--- src/rtl/usr_pkg.sv ---
// rtl/usr_pkg.sv - mode and FSM state encodings shared by the universal shift register
package usr_pkg;

   localparam int MODE_W = 3;

   localparam logic [MODE_W-1:0] MODE_HOLD = 3'd0;
   localparam logic [MODE_W-1:0] MODE_SHR  = 3'd1;
   localparam logic [MODE_W-1:0] MODE_SHL  = 3'd2;
   localparam logic [MODE_W-1:0] MODE_ROR  = 3'd3;
   localparam logic [MODE_W-1:0] MODE_ROL  = 3'd4;
   localparam logic [MODE_W-1:0] MODE_LOAD = 3'd5;

   typedef enum logic {
      ST_IDLE  = 1'b0,
      ST_BURST = 1'b1
   } usr_state_e;

   // Only shifts and rotates may be repeated autonomously by a burst.
   function automatic logic is_shift_mode(input logic [MODE_W-1:0] m);
      return (m == MODE_SHR) || (m == MODE_SHL) || (m == MODE_ROR) || (m == MODE_ROL);
   endfunction

endpackage

--- src/rtl/usr_burst_ctrl.sv ---
// rtl/usr_burst_ctrl.sv - IDLE/BURST sequencer: down-counts a latched shift op, yields busy/done
module usr_burst_ctrl
   import usr_pkg::*;
#(
   parameter int CNT_W = 8
) (
   input  logic              clk,
   input  logic              rst,
   input  logic [MODE_W-1:0] mode_i,
   input  logic              start_i,
   input  logic [CNT_W-1:0]  count_i,
   output logic              busy_o,
   output logic              done_o,
   output logic [MODE_W-1:0] op_o
);

   usr_state_e        state_q, state_d;
   logic [CNT_W-1:0]  rem_q, rem_d;
   logic [MODE_W-1:0] op_q, op_d;
   logic              done_q, done_d;
   logic              accept;

   assign accept = (state_q == ST_IDLE) && start_i && is_shift_mode(mode_i)
                   && (count_i != '0);

   always_ff @(posedge clk) begin
      if (rst) begin
         state_q <= ST_IDLE;
         rem_q   <= '0;
         op_q    <= MODE_HOLD;
         done_q  <= 1'b0;
      end else begin
         state_q <= state_d;
         rem_q   <= rem_d;
         op_q    <= op_d;
         done_q  <= done_d;
      end
   end

   always_comb begin
      state_d = state_q;
      rem_d   = rem_q;
      op_d    = op_q;
      done_d  = 1'b0;
      case (state_q)
         ST_IDLE: begin
            if (accept) begin
               state_d = ST_BURST;
               rem_d   = count_i;
               op_d    = mode_i;
            end
         end
         ST_BURST: begin
            rem_d = rem_q - CNT_W'(1);
            if (rem_q == CNT_W'(1)) begin
               state_d = ST_IDLE;
               done_d  = 1'b1;
            end
         end
         default: state_d = ST_IDLE;
      endcase
   end

   // The accept edge leaves q untouched, so the datapath sees HOLD then.
   always_comb begin
      busy_o = (state_q == ST_BURST);
      done_o = done_q;
      if (state_q == ST_BURST) begin
         op_o = op_q;
      end else if (accept) begin
         op_o = MODE_HOLD;
      end else begin
         op_o = mode_i;
      end
   end

endmodule

--- src/rtl/univ_shift_register.sv ---
// rtl/univ_shift_register.sv - universal shift register: shift/rotate/load with counted burst mode
module univ_shift_register
   import usr_pkg::*;
#(
   parameter int WIDTH = 8,
   parameter int CNT_W = 8
) (
   input  logic              clk,
   input  logic              rst,
   input  logic [MODE_W-1:0] mode,
   input  logic              serial_in_r,
   input  logic              serial_in_l,
   input  logic [WIDTH-1:0]  data_in,
   input  logic              start,
   input  logic [CNT_W-1:0]  count,
   output logic [WIDTH-1:0]  q,
   output logic              serial_out_r,
   output logic              serial_out_l,
   output logic              busy,
   output logic              done
);

   logic [WIDTH-1:0]  q_q, q_d;
   logic [MODE_W-1:0] op;

   usr_burst_ctrl #(.CNT_W(CNT_W)) u_ctrl (
      .clk    (clk),
      .rst    (rst),
      .mode_i (mode),
      .start_i(start),
      .count_i(count),
      .busy_o (busy),
      .done_o (done),
      .op_o   (op)
   );

   // Reserved encodings fall through to HOLD.
   always_comb begin
      q_d = q_q;
      case (op)
         MODE_SHR:  q_d = {serial_in_r, q_q[WIDTH-1:1]};
         MODE_SHL:  q_d = {q_q[WIDTH-2:0], serial_in_l};
         MODE_ROR:  q_d = {q_q[0], q_q[WIDTH-1:1]};
         MODE_ROL:  q_d = {q_q[WIDTH-2:0], q_q[WIDTH-1]};
         MODE_LOAD: q_d = data_in;
         default:   q_d = q_q;
      endcase
   end

   always_ff @(posedge clk) begin
      if (rst) begin
         q_q <= '0;
      end else begin
         q_q <= q_d;
      end
   end

   assign q            = q_q;
   assign serial_out_r = q_q[0];
   assign serial_out_l = q_q[WIDTH-1];

endmodule

--- config.mk ---
export PLATFORM = sky130hd
export DESIGN_NAME = univ_shift_register
export DESIGN_NICKNAME = d
export VERILOG_FILES = /design/src/rtl/usr_pkg.sv /design/src/rtl/usr_burst_ctrl.sv /design/src/rtl/univ_shift_register.sv
export SDC_FILE = /design/constraint.sdc
export NUM_CORES = 1
export LEC_CHECK = 0
export CORE_ASPECT_RATIO = 0.6
export CORE_MARGIN = 3
export CORE_UTILIZATION = 48
export DETAILED_ROUTE_END_ITERATION = 16
export GPL_TIMING_DRIVEN = 0
export HOLD_SLACK_MARGIN = 0.02
export PLACE_DENSITY = 0.88
export SLEW_MARGIN = 20
export SYNTH_ARGS = -nofsm -noshare
export SYNTH_HDL_FRONTEND = slang
export SYNTH_HIERARCHICAL = 1
export SYNTH_SLANG_ARGS = --single-unit
--- constraint.sdc ---
create_clock -name clk -period 2.8 [get_ports clk]
set_input_delay 0.42 -clock clk [delete_from_list [all_inputs] [get_ports clk]]
set_output_delay 0.42 -clock clk [all_outputs]
set_load 0.03 [all_outputs]
* Word-level counts from Yosys, hierarchy flattened
Cells that the tools add are included.
** Storage, ports and cells
- Bits in read-only memories :: 0
- Output and inout port bits :: 12
- Flip-flop bits (word level) :: 21
- Bits of input ports :: 24
- Logic and storage cells :: 37
- Bits in writable memories :: 0
- Latch bits :: 0
- Memories :: 0
** Operators by class
- Order comparisons :: 0
- $mul :: 0
- Bitwise logic cells :: 1
- $add $sub $neg :: 1
- Muxes and demuxes :: 9
- Shift-type cells :: 0
- Div/mod/pow operators :: 0
- Reductions and logical operators :: 10
- Eq/ne operators :: 11
** Operators with widths (number)
- $pmux W8 S5 :: 1
- $pmux W8 S2 :: 1
- $eq A3 B2 Y1 const B :: 4
- $eq A3 B3 Y1 const B :: 3
- $eq A8 B1 Y1 const B :: 1
- $mux W8 :: 1
- $reduce_bool A8 Y1 :: 1
- $sub A8 B1 Y8 const B :: 1
- $eq A3 B1 Y1 const B :: 2
- $mux W3 :: 2
- $reduce_bool A5 Y1 :: 1
- $logic_and A1 B1 Y1 :: 3
- $logic_or A1 B1 Y1 :: 3
- $mux W1 :: 3
- $ne A2 B1 Y1 const B :: 1
- $pmux W1 S2 :: 1
- $reduce_and A2 Y1 :: 1
- $reduce_or A2 Y1 :: 1
- $not A1 Y1 :: 1

* Logic depth before layout (Yosys ltp)
Gate-level depths: netlist (run 1).
- Depth in word-level cells :: 10
- Depth in mapped cells :: 10
- Gate-level depth less buffers :: 7

* Hierarchy
The synthesis (run 1) kept the hierarchy.
** By module, submodules not included
- usr_burst_ctrl :: area each 787.0 µm², cells each 95, instances 1, seq. area each 260.2 µm²
- univ_shift_register :: area each 594.3 µm², cells each 74, instances 1, seq. area each 160.2 µm²

* Worst setup path before layout (run 1)
No wires, ideal clock.
- Path type :: input to register
- From :: input port count[2]
- To :: register q_q[0] (netlist: q[0])
- Buffers on the path :: 3
- Path slack :: 0.369 ns
- Setup time :: 0.127 ns
- Stages on the path :: 10
- Arrival time :: 2.304 ns
- Data required time :: 2.673 ns
- Cell sequence :: or4_1 > nor2_1 > buf_2 > o21ai_0 > o21ai_0 > buf_6 > buf_12 > inv_1 > a221oi_1 > o31ai_1
** On the way
- Cells in the longest elaborated chain, start to end :: 6
- Elaborated cells between the ends (all ways) :: 11
- Classes of those cells :: eq/ne: 5; mux: 3; reduce/logical: 3
** RTL lines
- start: declaration :: RTL line univ_shift_register.sv:15 : input logic [CNT_W-1:0] count,
- $reduce_bool A8 Y1 (*) :: RTL line usr_burst_ctrl.sv:24 : && (count_i != '0);
- $logic_and A1 B1 Y1 (*) :: RTL line usr_burst_ctrl.sv:24
- $mux W3 (*) :: RTL line usr_burst_ctrl.sv:70 : end else if (accept) begin
- $mux W3 (*) :: RTL line usr_burst_ctrl.sv:68 : if (state_q == ST_BURST) begin
- net op[2] :: RTL line univ_shift_register.sv:24 : logic [MODE_W-1:0] op;
- $eq A3 B3 Y1, or another cell as far along :: RTL line univ_shift_register.sv:40 : case (op)
- $pmux W8 S5 / $reduce_bool A5 Y1 (equally long branches)
- end signal: assignment :: RTL line univ_shift_register.sv:54 : q_q <= q_d;
- end: declaration :: RTL line univ_shift_register.sv:23 : logic [WIDTH-1:0] q_q, q_d;
Mark *: on every way through the listed nets, which the timed path passes. The rest lies on a longest branch.
A chain may end at the register's enable or synchronous reset.

* Worst setup path after layout (run 1)
- From :: input port count[2]
- To :: register q_q[3] (netlist: q[3])
Same word-level chain as after synthesis.

==> metrics, run 1 <==
result of the run finished clean; share of the yosys chip area belonging to registers 0.304; number of distinct library cells after synthesis 48; Net count, final 236; library cell with the highest instance count after synthesis sky130_fd_sc_hd__dfxtp_1; biggest fanout along the worst timing path 10; Slew @ Worst Pin 0.688 ns; dominant combinational cell family by area after synthesis simple AND/OR/NAND/NOR gates; arrival time at the worst endpoint 2.93 ns; Post-Synth Adder-Cell Area 0.0181; number of endpoints failing setup at the final stage 0; via count of the first global-routing pass 1383; critical path data required time 2.96 ns; routability cong. 0.861; largest net degree at the start of global routing 13; number of port buffers 34; total wire length after detailed routing 4390 µm; total count of max-transition violations in the final report 0; share of the synthesized area in the top cell type 0.304; Syn Inst Count 169; worst min-delay path category reg2reg; clock-pin slew reported for the worst setup and hold paths after clock tree synthesis 0.07 ns; CP Class in2reg; clk_lat worst skew 0.27 ns; CP endpoint kind flip-flop; leakage component of the power 0.000652 µW; H-tree depth 1; Mapped Avg Cell Area 8.17 µm²; number of filler instances in the final layout 207; clock buffer count from CTS 3; worst supply voltage drop on vdd 0.275 mV; maximum clock path buffer count 2; TritonCTS clock tree built; total track usage 0.236; drt first-iter violations 222; relative slew slack 0.537; root buffer selected by CTS sky130_fd_sc_hd__clkbuf_8; die extent in y 47.6 µm; clk_skew 0.00913 ns; timing-limited maximum frequency 360 MHz; area share of xor/xnor cells in the synthesized design 0.00634; Via-to-Cell Ratio 6.57; Synth Area in Simple Gates 0.303; number of vias in the routed layout 1584; top cells by instance count after synthesis sky130_fd_sc_hd__dfxtp_1, sky130_fd_sc_hd__a21oi_1, sky130_fd_sc_hd__nand2_1, sky130_fd_sc_hd__nor2_1, sky130_fd_sc_hd__o21ai_0; fraction of synthesized area in multiplexers 0; final critical delay including setup and external delays 2.78 ns; Compound-Gate Fraction of Synth Area 0.268; die area 0.00358 mm²; max-cap check violation count 0; final antenna diode count 0; final hold violation count 0; launching element type of the critical path input port; post-synthesis async set-or-reset flop share 0; number of standard-cell rows in the floorplan 14; top cells by area in the synthesized netlist sky130_fd_sc_hd__dfxtp_1, sky130_fd_sc_hd__nor3b_1, sky130_fd_sc_hd__a21oi_1; number of synthesis warnings 6; total of flip-flops plus latches after synthesis 21; Layout area overhead 34.9%; post-synth design cell area 0.00138 mm²; residual antenna-violating net count after detailed routing 0; count of hold buffers inserted by post-cts repair 0; number of antenna violations at the first check in global routing 0; DRC violation count after routing 0; PD cells 536 mW/mm²; number of enable flip-flop cells after synthesis 0; syn_nets 195; final-layout setup total negative slack 0 ns; sum of overflow across all layers after global routing 0; clock sinks 21; largest area contributor in the netlist sky130_fd_sc_hd__dfxtp_1; layout cells sized above 1 0.153; overall power consumption 998 µW; initial core utilization 0.526; global-route wire length before repair 6330 µm; Storage cell area 420 µm²; placeable core area 0.00263 mm²; Detail Placement HPWL 3160 µm; first drt pass iteration count 5; mean routed wirelength per cell 18.2 µm; multi-input gate area in the final layout 858 µm²; I/O pins 36; Tcrit/Tclk final 0.992; width of the die 75.3 µm; Main synth FF type sky130_fd_sc_hd__dfxtp_1
## cell type report
cell class,count,share of cell area
multi-input cells,126,0.461
flip-flops and latches,21,0.226
repair buffers,36,0.191
plain buffers,15,0.0625
clock buffers,3,0.0222
well taps,32,0.0215
inverters,7,0.0141
clock inverters,1,0.00269
## what timing repair did
item | 4_1_cts | 5_1_grt
resized for setup | 2 | 11
buffers inserted | 0 | 2
setup endpoints to repair | 8 | 8
pin swaps | 0 | 2
## worst max-delay path, stage by stage
cell                              delay [ns]
sky130_fd_sc_hd__clkdlybuf4s50_1        0.42
sky130_fd_sc_hd__or4_1                  0.54
sky130_fd_sc_hd__nor2_2                 0.15
sky130_fd_sc_hd__buf_4                  0.16
sky130_fd_sc_hd__o21ai_0                0.12
sky130_fd_sc_hd__o21ai_2                0.30
sky130_fd_sc_hd__buf_6                  0.18
sky130_fd_sc_hd__buf_12                 0.12
sky130_fd_sc_hd__nor2_1                 0.05
sky130_fd_sc_hd__o21a_1                 0.19
sky130_fd_sc_hd__nor4_1                 0.27
## where the power goes
| part | internal, µW | total [µW] | switching (µW) | leakage (µW) |
|---|---|---|---|---|
| sequential | 338 | 384 | 45.7 | 0.000173 |
| clock | 99.4 | 206 | 106 | 0.0000255 |
| combinational | 189 | 409 | 220 | 0.000453 |
## path summary, 6_finish.rpt
check                       from              to  slack [ns]  cells past startpoint
setup / recovery        count[2]            q[3]        0.02                     11
hold / removal    u_ctrl/op_q[0]  u_ctrl/op_q[0]        0.50                      2
setup reg to reg   u_ctrl/busy_o            q[3]        0.43                      9
hold reg to reg   u_ctrl/op_q[0]  u_ctrl/op_q[0]        0.50                      2
## routing by layer
layer  track usage  share of wire
met1         0.313           0.41
met2         0.389           0.46
met3        0.0671           0.11
met4        0.0488          0.016
met5             0              0
## cell families (layout without fill, tap and decap cells)
logic type               Yosys count  count (layout)
AO/OA/AOI/OAI                     54              54
XOR/XNOR                           1               1
adder cells (fa/ha/maj)            2               2
buffers and inverters             22              62
flip-flops                        21              21
AND/OR/NAND/NOR                   69              69
## registers in the layout, summed over array words and instances (netlist names)
signal / flops
q: 8
u_ctrl/busy_o: 1
u_ctrl/done_o: 1
u_ctrl/op_q: 3
u_ctrl/rem_q: 8
## cell usage in the layout, fill, tap and decap left out, types with 4 or more instances in the layout
master	synthesis	routed
sky130_fd_sc_hd__a21oi_1	11	11
sky130_fd_sc_hd__buf_4	4	7
sky130_fd_sc_hd__clkdlybuf4s50_1	0	34
sky130_fd_sc_hd__dfxtp_1	21	21
sky130_fd_sc_hd__inv_1	6	6
sky130_fd_sc_hd__nand2_1	10	10
sky130_fd_sc_hd__nand3b_1	5	5
sky130_fd_sc_hd__nor2_1	10	9
sky130_fd_sc_hd__nor3_1	8	8
sky130_fd_sc_hd__nor3b_1	8	8
sky130_fd_sc_hd__nor4_1	7	6
sky130_fd_sc_hd__o21a_1	7	7
sky130_fd_sc_hd__o21ai_0	10	9
sky130_fd_sc_hd__o22ai_1	4	4
## metrics by stage
stage	std cells	worst slack (ns)	utilization	hold WS, ns	instance area, µm²
after floorplan	169	0.369	-	0.454	1380
after global placement	235	-0.321	0.670	0.460	1760
after detailed placement	235	-0.388	0.670	0.482	1760
after CTS	239	0.00962	0.690	0.495	1810
after global routing	241	-0.0841	0.709	0.526	1860
final	241	0.0221	0.709	0.502	1860
Note: power is estimated with default switching activity, not from simulation.
==> inputs of run 2 (changes only) <==
--- a/config.mk
+++ b/config.mk
@@ -8,6 +8,7 @@
 export CORE_ASPECT_RATIO = 0.6
 export CORE_MARGIN = 3
 export CORE_UTILIZATION = 48
+export CTS_CLUSTER_SIZE = 12
 export DETAILED_ROUTE_END_ITERATION = 16
 export GPL_TIMING_DRIVEN = 0
 export HOLD_SLACK_MARGIN = 0.02
==> results of run 2 <==
Same layout as run 1: the final DEF is identical, and so are final timing and power.
==> inputs of run 3 (changes only) <==
--- a/config.mk
+++ b/config.mk
@@ -7,12 +7,12 @@
 export LEC_CHECK = 0
 export CORE_ASPECT_RATIO = 0.6
 export CORE_MARGIN = 3
-export CORE_UTILIZATION = 48
+export CORE_UTILIZATION = 30
 export CTS_CLUSTER_SIZE = 12
 export DETAILED_ROUTE_END_ITERATION = 16
 export GPL_TIMING_DRIVEN = 0
 export HOLD_SLACK_MARGIN = 0.02
-export PLACE_DENSITY = 0.88
+export PLACE_DENSITY = 0.65
 export SLEW_MARGIN = 20
 export SYNTH_ARGS = -nofsm -noshare
 export SYNTH_HDL_FRONTEND = slang
==> constraint.sdc (replaced) <==
create_clock -name clk -period 2.49 [get_ports clk]
set_input_delay 0.3735 -clock clk [delete_from_list [all_inputs] [get_ports clk]]
set_output_delay 0.3735 -clock clk [all_outputs]
set_load 0.03 [all_outputs]
==> run 3 against run 2 <==
  * Worst hold slack worse by 0.095 ns
  * Sequential share of layout area is 2.0 points lower
  * Power is 14% higher
  * Global-route usage is 8.7 points lower
  * Die area is 53% higher
  * Critical path depth stayed put
  * Highest routed layer unchanged
==> metrics, run 3 (synthesized netlist as in run 1, its figures left out) <==
result of the run finished clean; destination of the worst hold path u_ctrl/rem_q[4]; total count of max-transition violations in the final report 0 (unchanged); max-cap check violation count 0 (unchanged); worst supply voltage drop on vdd 0.183 mV (-33%); clock-pin slew reported for the worst setup and hold paths after clock tree synthesis 0.08 ns (about the same); GR Layer Usage met2 0.208 (-0.181); Psw 414 µW (+11%); root buffer selected by CTS sky130_fd_sc_hd__clkbuf_8; layout cells sized above 1 0.216 (+0.0625); CP endpoint kind flip-flop; finished layout cell area 0.00205 mm² (+9.8%); critical hold path startpoint count[4]; leading cell type in the layout, fill and taps excluded sky130_fd_sc_hd__clkdlybuf4s50_1; final critical delay including setup and external delays 2.44 ns; total track usage 0.149 (-0.0866); number of antenna violations at the first check in global routing 0 (unchanged); via count of the first global-routing pass 1339 (-3.2%); I/O pins 36 (unchanged); sum of overflow across all layers after global routing 0 (unchanged); mean routed wirelength per cell 15.0 µm (-18%); Tcrit/Tclk final 0.978; clock buffer count from CTS 3 (unchanged); first drt pass iteration count 4 (-1); width of the die 93.6 µm (+24%); clk_lat worst skew 0.26 ns (about the same); Slew @ Worst Pin 0.631 ns (-0.0576 ns); part of the power in the clock network 0.198 (-0.008); timing-limited maximum frequency 411 MHz; leakage component of the power 0.000761 µW (+17%); Detail Placement HPWL 3060 µm (-3.3%); initial core utilization 0.325 (-0.201); depth of the worst register-to-register path 8 (-1); placeable core area 0.00426 mm² (+62%); final antenna diode count 0 (unchanged); die area 0.00548 mm² (+53%); clk_skew 0.0103 ns (+0.00122 ns); Sw Ratio 0.362 (-0.0106); global routing usage on met3 0.0307 (-0.0364); count of hold buffers inserted by post-cts repair 0 (unchanged); drt first-iter violations 127 (-43%); launching element type of the critical path input port; number of port buffers 34 (unchanged); biggest fanout along the worst timing path 10 (unchanged); Cell Area, Placed 0.00180 mm² (+2.0%); number of vias in the routed layout 1488 (-6.1%); Critical R2R Launch u_ctrl/busy_o; Worst Hold Path Cells 3 (+1); Net count, final 245 (+3.8%); relative slew slack 0.578 (+0.0411); Layout area overhead 48.1%; Internal 729 µW (+16%); commonest cells after routing, fill and taps aside sky130_fd_sc_hd__clkdlybuf4s50_1, sky130_fd_sc_hd__dfxtp_1, sky130_fd_sc_hd__buf_4, sky130_fd_sc_hd__a21oi_1, sky130_fd_sc_hd__nand2_1; reg-to-reg slack, setup 0.39 ns (-0.04 ns); Combinational Power Share 0.424 (+0.014); critical path data required time 2.65 ns (-0.31 ns); Via-to-Cell Ratio 5.35 (-19%); largest net degree at the start of global routing 13 (unchanged); DRC violation count after routing 0 (unchanged); endpoint of the worst-slack reg-to-reg timing path q[4]; number of endpoints failing setup at the final stage 0 (unchanged); routability cong. 0.812 (-5.8%); total wire length after detailed routing 4170 µm (-5.1%); H-tree depth 1 (unchanged); residual antenna-violating net count after detailed routing 0 (unchanged); PD cells 558 mW/mm² (+4.3%); die extent in y 58.6 µm (+23%); number of standard-cell rows in the floorplan 18 (+4); clock sinks 21 (unchanged); worst min-delay path category in2reg; arrival time at the worst endpoint 2.60 ns (-0.33 ns); most used routing layer in global routing met1; met1 Resource Use GR 0.231 (-0.0820); global-route wire length before repair 6560 µm (+3.5%); final hold violation count 0 (unchanged); maximum clock path buffer count 2 (unchanged); Flop pwr share 0.377 (-0.007); CP Class in2reg; overall power consumption 1140 µW (+14%); TritonCTS clock tree built
[run 3: worst max path at each step]
stage               endpoint      from  cells past startpoint  slack [ns]
global placement        q[0]  count[2]                     11       -0.61
floorplan               q[0]  count[2]                     10        0.11
global route            q[0]  count[2]                     10       -0.03
CTS                     q[6]  count[2]                     10       0.005
finish                  q[5]  count[2]                     11        0.05
detailed placement      q[4]  count[2]                     11       -0.62
[run 3: power by group through the flow]
stage / sequential [µW] / combinational [µW] / clock [µW]
2_1_floorplan: 468 / 236 / 0
3_3_place_gp: 436 / 418 / 0
3_5_place_dp: 437 / 423 / 0
4_1_cts: 429 / 451 / 234
5_1_grt: 437 / 523 / 250
6_report: 431 / 485 / 227
[run 3: through the flow]
step	setup TNS [ns]	utilization	worst slack, ns	hold slack [ns]	std cells
after floorplan	0	-	0.105	0.454	169
after global placement	-4.49	0.422	-0.614	0.467	263
after detailed placement	-4.65	0.422	-0.615	0.469	263
after CTS	0	0.452	0.00504	0.481	271
after global routing	-0.0853	0.481	-0.0305	0.420	278
final	0	0.481	0.0543	0.406	278
[run 3: layout make-up]
class	count	area [µm²]
Fill cell	405	2210
Multi-Input combinational cell	126	912
Timing Repair Buffer	45	443
Sequential cell	21	420
Buffer	15	123
Tap cell	60	75.1
Clock buffer	3	41.3
Inverter	7	26.3
Clock inverter	1	5.00
[run 3: timing repair]
item / in CTS / in global routing
pin swaps: 5 / 9
hold endpoints to repair: 0 / 0
setup endpoints to repair: 8 / 8
gates resized for setup: 14 / 17
setup buffers: 4 / 7
[run 3: layer usage]
metal,up-vias,routed length [µm]
met4,0,42
met1,703,2100
met3,4,289
li1,733,-
met2,48,1740
met5,-,0
[run 3: worst max-delay path: stages]
cell                              delay [ns]
sky130_fd_sc_hd__clkdlybuf4s50_1        0.43
sky130_fd_sc_hd__or4_4                  0.51
sky130_fd_sc_hd__nor2_4                 0.11
sky130_fd_sc_hd__buf_6                  0.13
sky130_fd_sc_hd__o21ai_1                0.07
sky130_fd_sc_hd__o21ai_2                0.24
sky130_fd_sc_hd__buf_6                  0.16
sky130_fd_sc_hd__buf_12                 0.12
sky130_fd_sc_hd__nor2_1                 0.04
sky130_fd_sc_hd__o21a_1                 0.19
sky130_fd_sc_hd__nor4_1                 0.22
==> variant 1, RTL diff (flow settings as in run 2) <==
Change the parameter `WIDTH` from 8 to 6.
--- a/src/rtl/univ_shift_register.sv
+++ b/src/rtl/univ_shift_register.sv
@@ -2,7 +2,7 @@
 module univ_shift_register
    import usr_pkg::*;
 #(
-   parameter int WIDTH = 8,
+   parameter int WIDTH = 6,
    parameter int CNT_W = 8
 ) (
    input  logic              clk,
Interface: changed (resized data_in and q); port bits go from 36 to 32. No check against the original RTL was run, so the function may have changed too.
==> variant 1 against run 2 <==
Wire length decreased by 18%; worst setup slack improved by 0.12 ns; combinational power decreased by 25%; area after synthesis decreased by 10%; critical path depth decreased by 1; hold slack got worse by 0.0030 ns; sequential share of layout area increased by 0.52 points; first-iteration DRC count decreased by 43%; sequential cell count decreased by 2; design area decreased by 12%; maximum frequency increased by 4.7%; total power decreased by 16%; largest cell class unchanged.
==> variant 1: results (changes against run 2) <==
Global routing
  • GR Layer Usage met3: 0.0947 (+0.0276)
  • Met1 Use GR: 0.328 (+0.0151)
  • Vias in the first global route: 1231 (-11%)
  • Global-route wire length before repair: 5890 um (-7.0%)
  • Global routing met2 resource utilization: 0.341 (-0.0480)
  • Largest net degree at the start of global routing: 12 (-1)
  • Total Routing Usage GR: 0.237 (+0.00110)

Final layout
  • Fill cell count: 172 (-17%)
  • Plain + repair buffers: 42 (-18%)
  • N_diodes: 0 (unchanged)
  • Seq. cell area: 380 um^2 (-9.5%)
  • Clock-cell share of area: 0.0281 (+0.00325)
  • Signal buf overhead: 0.236 (-0.0170)
  • Layout Nets: 207 (-12%)
  • Non-clock inverter count: 6 (-1)
  • #MultiIn Comb: 111 (-12%)
  • Multi-input logic area: 772 um^2 (-10%)
  • Fraction of layout instances using a drive strength above 1: 0.148 (-0.00476)

Drt
  • WL/cell: 17.1 um (-6.4%)
  • DR pass1 iterations: 5 (unchanged)
  • Initial DRC count: 126 (-43%)
  • Met3 WL post-DR: 384 um (-18%)
  • DR vias: 1330 (-16%)
  • DRT met1 WL: 1580 um (-13%)
  • Wire length on met2: 1600 um (-22%)

Logic synthesis
  • Area contributors post-synth: dfxtp_1 31%, o21ai_0 6.0%, a31oi_1 3.0%, a32oi_1 2.8%, nand3_1 2.8%
  • Syn nets: 171 (-12%)
  • #FFs+latches synth: 19 (-9.5%)
  • Most frequent cells after synthesis: 19 x dfxtp_1, 15 x o21ai_0, 8 x nand2_1, 8 x nor2_1, 7 x nand3_1
  • Sequential-to-total area share from yosys stat: 0.306 (+0.00180)
  • Yosys cell types: 50 (+4.2%)

Clock network
  • Cts repair resizes: 1 (-1)
  • Root Buffer: clkbuf_8
  • # H-tree levels: 1 (unchanged)
  • Clk_lat worst skew: 0.26 ns

Status
  • Status: finished clean

Placement
  • Routability cong.: 0.948 (+10%)
  • IO Port Bufs: 31 (-8.8%)
  • Hpwl dp: 2860 um (-9.6%)

STA
  • Worst Tran Pin Value: 0.608 ns (-0.0803 ns)
  • Hold Slack: 0.499 ns (-0.00298 ns)
  • Clk_skew: 0.00339 ns (-0.00574 ns)
  • TNS Setup: 0 ns (unchanged)

Worst setup path
  • WP data required: 2.93 ns (-0.03 ns)
  • Reg2reg path depth: 8 (-1)
  • Top cell family by delay on the critical path: simple AND/OR/NAND/NOR gates
  • FF-to-FF setup slack: 0.67 ns (+0.24 ns)
  • Crit path from: count[2]

Hold path
  • Min-Delay Startpoint: u_ctrl/op_q[1]
  • WHS Endpoint: u_ctrl/op_q[1]

Pwr
  • Seq group: 336 uW (-13%)
  • Int Pwr: 540 uW (-14%)
  • Clock power frac: 0.229 (+0.023)
  • Psw: 294 uW (-21%)
  • Peak supply drop: 349 uV (+27%)
  • Static Leakage: 0.000567 uW (-13%)

Die
  • Initial Util: 0.538 (+0.0122)
[variant 1: cell types whose count changed after synthesis, sizes merged, moves of 4 or more]
cell,before,now
nor3b,8,3
nor4,7,2
a21oi,11,6
o21ai,12,18
o21a,7,1
a31oi,2,6
nand3,3,7
nor3,8,3
[variant 1: metrics by stage]
step / std cells / worst slack, ns / area (um^2) / utilization
2_1_floorplan: 147 / 0.407 / 1240 / -
3_3_place_gp: 208 / -0.198 / 1590 / 0.689
3_5_place_dp: 208 / -0.329 / 1590 / 0.689
4_1_cts: 212 / 0.0286 / 1640 / 0.709
5_1_grt: 212 / 0.00654 / 1650 / 0.713
6_report: 212 / 0.146 / 1650 / 0.713
[variant 1: logic make-up after synthesis]
| logic type | synth area share |
|---|---|
| buffers and inverters | 0.0775 |
| XOR/XNOR | 0.0131 |
| flip-flops | 0.306 |
| adder cells (fa/ha/maj) | 0.0201 |
| AND/OR/NAND/NOR | 0.297 |
| AO/OA/AOI/OAI | 0.286 |
==> variant 2, RTL diff (flow settings as in run 2) <==
Without the edit above. Register the inputs `mode`, `serial_in_r`, `serial_in_l`, `data_in`, `start` and `count` before use, without a reset. The logic sees them one clock later.
--- a/src/rtl/univ_shift_register.sv
+++ b/src/rtl/univ_shift_register.sv
@@ -20,15 +20,31 @@
    output logic              done
 );
 
+   logic [MODE_W-1:0] mode_q;
+   logic serial_in_r_q;
+   logic serial_in_l_q;
+   logic [WIDTH-1:0] data_q;
+   logic start_q;
+   logic [CNT_W-1:0] count_q;
+
+   always_ff @(posedge clk) begin
+      mode_q        <= mode;
+      serial_in_r_q <= serial_in_r;
+      serial_in_l_q <= serial_in_l;
+      data_q        <= data_in;
+      start_q       <= start;
+      count_q       <= count;
+   end
+
    logic [WIDTH-1:0]  q_q, q_d;
    logic [MODE_W-1:0] op;
 
    usr_burst_ctrl #(.CNT_W(CNT_W)) u_ctrl (
       .clk    (clk),
       .rst    (rst),
-      .mode_i (mode),
-      .start_i(start),
-      .count_i(count),
+      .mode_i (mode_q),
+      .start_i(start_q),
+      .count_i(count_q),
       .busy_o (busy),
       .done_o (done),
       .op_o   (op)
@@ -38,11 +54,11 @@
    always_comb begin
       q_d = q_q;
       case (op)
-         MODE_SHR:  q_d = {serial_in_r, q_q[WIDTH-1:1]};
-         MODE_SHL:  q_d = {q_q[WIDTH-2:0], serial_in_l};
+         MODE_SHR:  q_d = {serial_in_r_q, q_q[WIDTH-1:1]};
+         MODE_SHL:  q_d = {q_q[WIDTH-2:0], serial_in_l_q};
          MODE_ROR:  q_d = {q_q[0], q_q[WIDTH-1:1]};
          MODE_ROL:  q_d = {q_q[WIDTH-2:0], q_q[WIDTH-1]};
-         MODE_LOAD: q_d = data_in;
+         MODE_LOAD: q_d = data_q;
          default:   q_d = q_q;
       endcase
    end
Behaviour: not the same (a bounded check fails within 4 cycles, from zero or initial values and one cycle with rst high).
==> variant 2 against run 2 <==
Design area rose by 25%; area after synthesis increased by 31%; wire length down 7.6%; sequential cell count rose by 22; count of clock-buffer cells in the layout is 2 higher; critical path depth decreased by 2; worst setup slack improved by 0.24 ns; total power grew 61%.
==> variant 2: results (changes against run 2) <==
Worst setup path
  • WP data arrival: 2.75 ns (-0.18 ns)
  • Crit path kind: flip-flop to flip-flop
  • Reg-to-reg startpoint: count_q[6]

Clock network
  • Cts bufs inserted: 5 (+2)
  • Clk_lat worst skew: 0.29 ns (+0.02 ns)
  • CTS Buffer Depth: 2 (unchanged)
  • # H-tree levels: 2 (+1)

Logic synthesis
  • Area contributors post-synth: dfxtp_1 47%, nor3b_2 3.5%, o22ai_1 3.1%, o21ai_0 2.8%, a2bb2oi_1 2.4%
  • Syn nets: 205 (+5.1%)
  • Most frequent cells after synthesis: 43 x dfxtp_1, 10 x o21ai_0, 9 x nand2_1, 9 x nor2_1, 9 x o22ai_1
  • Sequential-to-total area share from yosys stat: 0.475 (+0.170)
  • Yosys warnings: 6 (unchanged)
  • Yosys cell types: 53 (+10%)

Pwr
  • Peak supply drop: 370 uV (+34%)
  • Switching fraction of total power: 0.294 (-0.0784)
  • Static Leakage: 0.000851 uW (+31%)

Drt
  • DR pass1 iterations: 4 (-1)
  • Initial DRC count: 227 (+2.3%)
  • Final wirelength: 4060 um (-7.6%)
  • Routed vias/inst: 5.70 (-13%)

STA
  • TNS Setup: 0 ns (unchanged)
  • Worst Tran Pin Value: 0.634 ns (-0.0545 ns)
  • Clk_skew: 0.00241 ns (-0.00671 ns)

Placement
  • Routability cong.: 0.878 (+1.9%)
  • Hpwl dp: 2910 um (-8.1%)

Final layout
  • Fraction of layout instances using a drive strength above 1: 0.191 (+0.0378)
  • Layout Nets: 246 (+4.2%)
  • Fill cell count: 292 (+41%)

Hold path
  • Hold Path Class: flip-flop to flip-flop
  • Min-Delay Startpoint: u_ctrl/op_q[1]

Global routing
  • Global-route wire length before repair: 6670 um (+5.3%)
  • Largest net degree at the start of global routing: 14 (+1)
  • Total grt overflow: 0 (unchanged)
  • Vias in the first global route: 1364 (-1.4%)
  • Total Routing Usage GR: 0.190 (-0.0457)

Status
  • Status: finished clean
[variant 2: cell type report]
type	instances	area share
Clock buffer	5	0.0297
Tap cell	45	0.0243
Timing Repair Buffer	34	0.147
Sequential cell	43	0.371
Multi-Input combinational cell	118	0.366
Clock inverter	2	0.0162
Inverter	5	0.00809
Buffer	13	0.0383
[variant 2: path summary, 6_finish.rpt]
check | end | slack, ns | depth (start not counted)
max reg2reg | q[1] | 0.27 | 9
min | u_ctrl/op_q[1] | 0.48 | 2
min reg2reg | u_ctrl/op_q[1] | 0.48 | 2
max | q[1] | 0.27 | 9
[variant 2: worst max-delay path, cell delays in order, from the launching register on]
cell,delay [ns]
dfxtp_1,0.33
or4_1,0.53
nor2_1,0.14
buf_2,0.21
o21ai_0,0.11
o21ai_1,0.34
nor3_1,0.10
a21oi_2,0.34
a2bb2oi_1,0.17
nor3b_2,0.18
[variant 2: kinds of logic after synthesis]
logic type	Yosys count	synth area share
AO/OA/AOI/OAI	55	0.230
adder cells (fa/ha/maj)	2	0.0138
buffers and inverters	18	0.0593
flip-flops	43	0.475
AND/OR/NAND/NOR	61	0.222
[variant 2: per-stage QoR]
stage	setup WS [ns]	util	std cells	hold WS, ns	cell area (um^2)
after floorplan	0.408	-	179	0.443	1810
after global placement	0.0244	0.642	258	0.464	2210
after detailed placement	0.00330	0.642	258	0.469	2210
after CTS	0.108	0.673	265	0.481	2320
after global routing	0.0390	0.674	265	0.516	2320
final	0.266	0.674	265	0.483	2320
[variant 2: repair_timing]
action	CTS	global route
endpoints found under the setup margin	7	8
hold buffers	0	0
pin swaps	0	0
gates resized for setup	1	2
[variant 2: layer usage]
metal | global-route usage | part of all wire | vias to the layer above
met5 | 0 | 0 | -
met4 | 0.0553 | 0.0057 | 0
met3 | 0.0535 | 0.084 | 4
met2 | 0.259 | 0.40 | 74
met1 | 0.287 | 0.51 | 692
li1 | - | - | 740
[variant 2: power by group through the flow]
stage | registers (uW) | logic (uW) | clock network [uW]
after floorplan | 768 | 238 | 0
after global placement | 737 | 394 | 0
after detailed placement | 740 | 403 | 0
after CTS | 726 | 407 | 471
after global routing | 736 | 444 | 501
final | 728 | 411 | 462
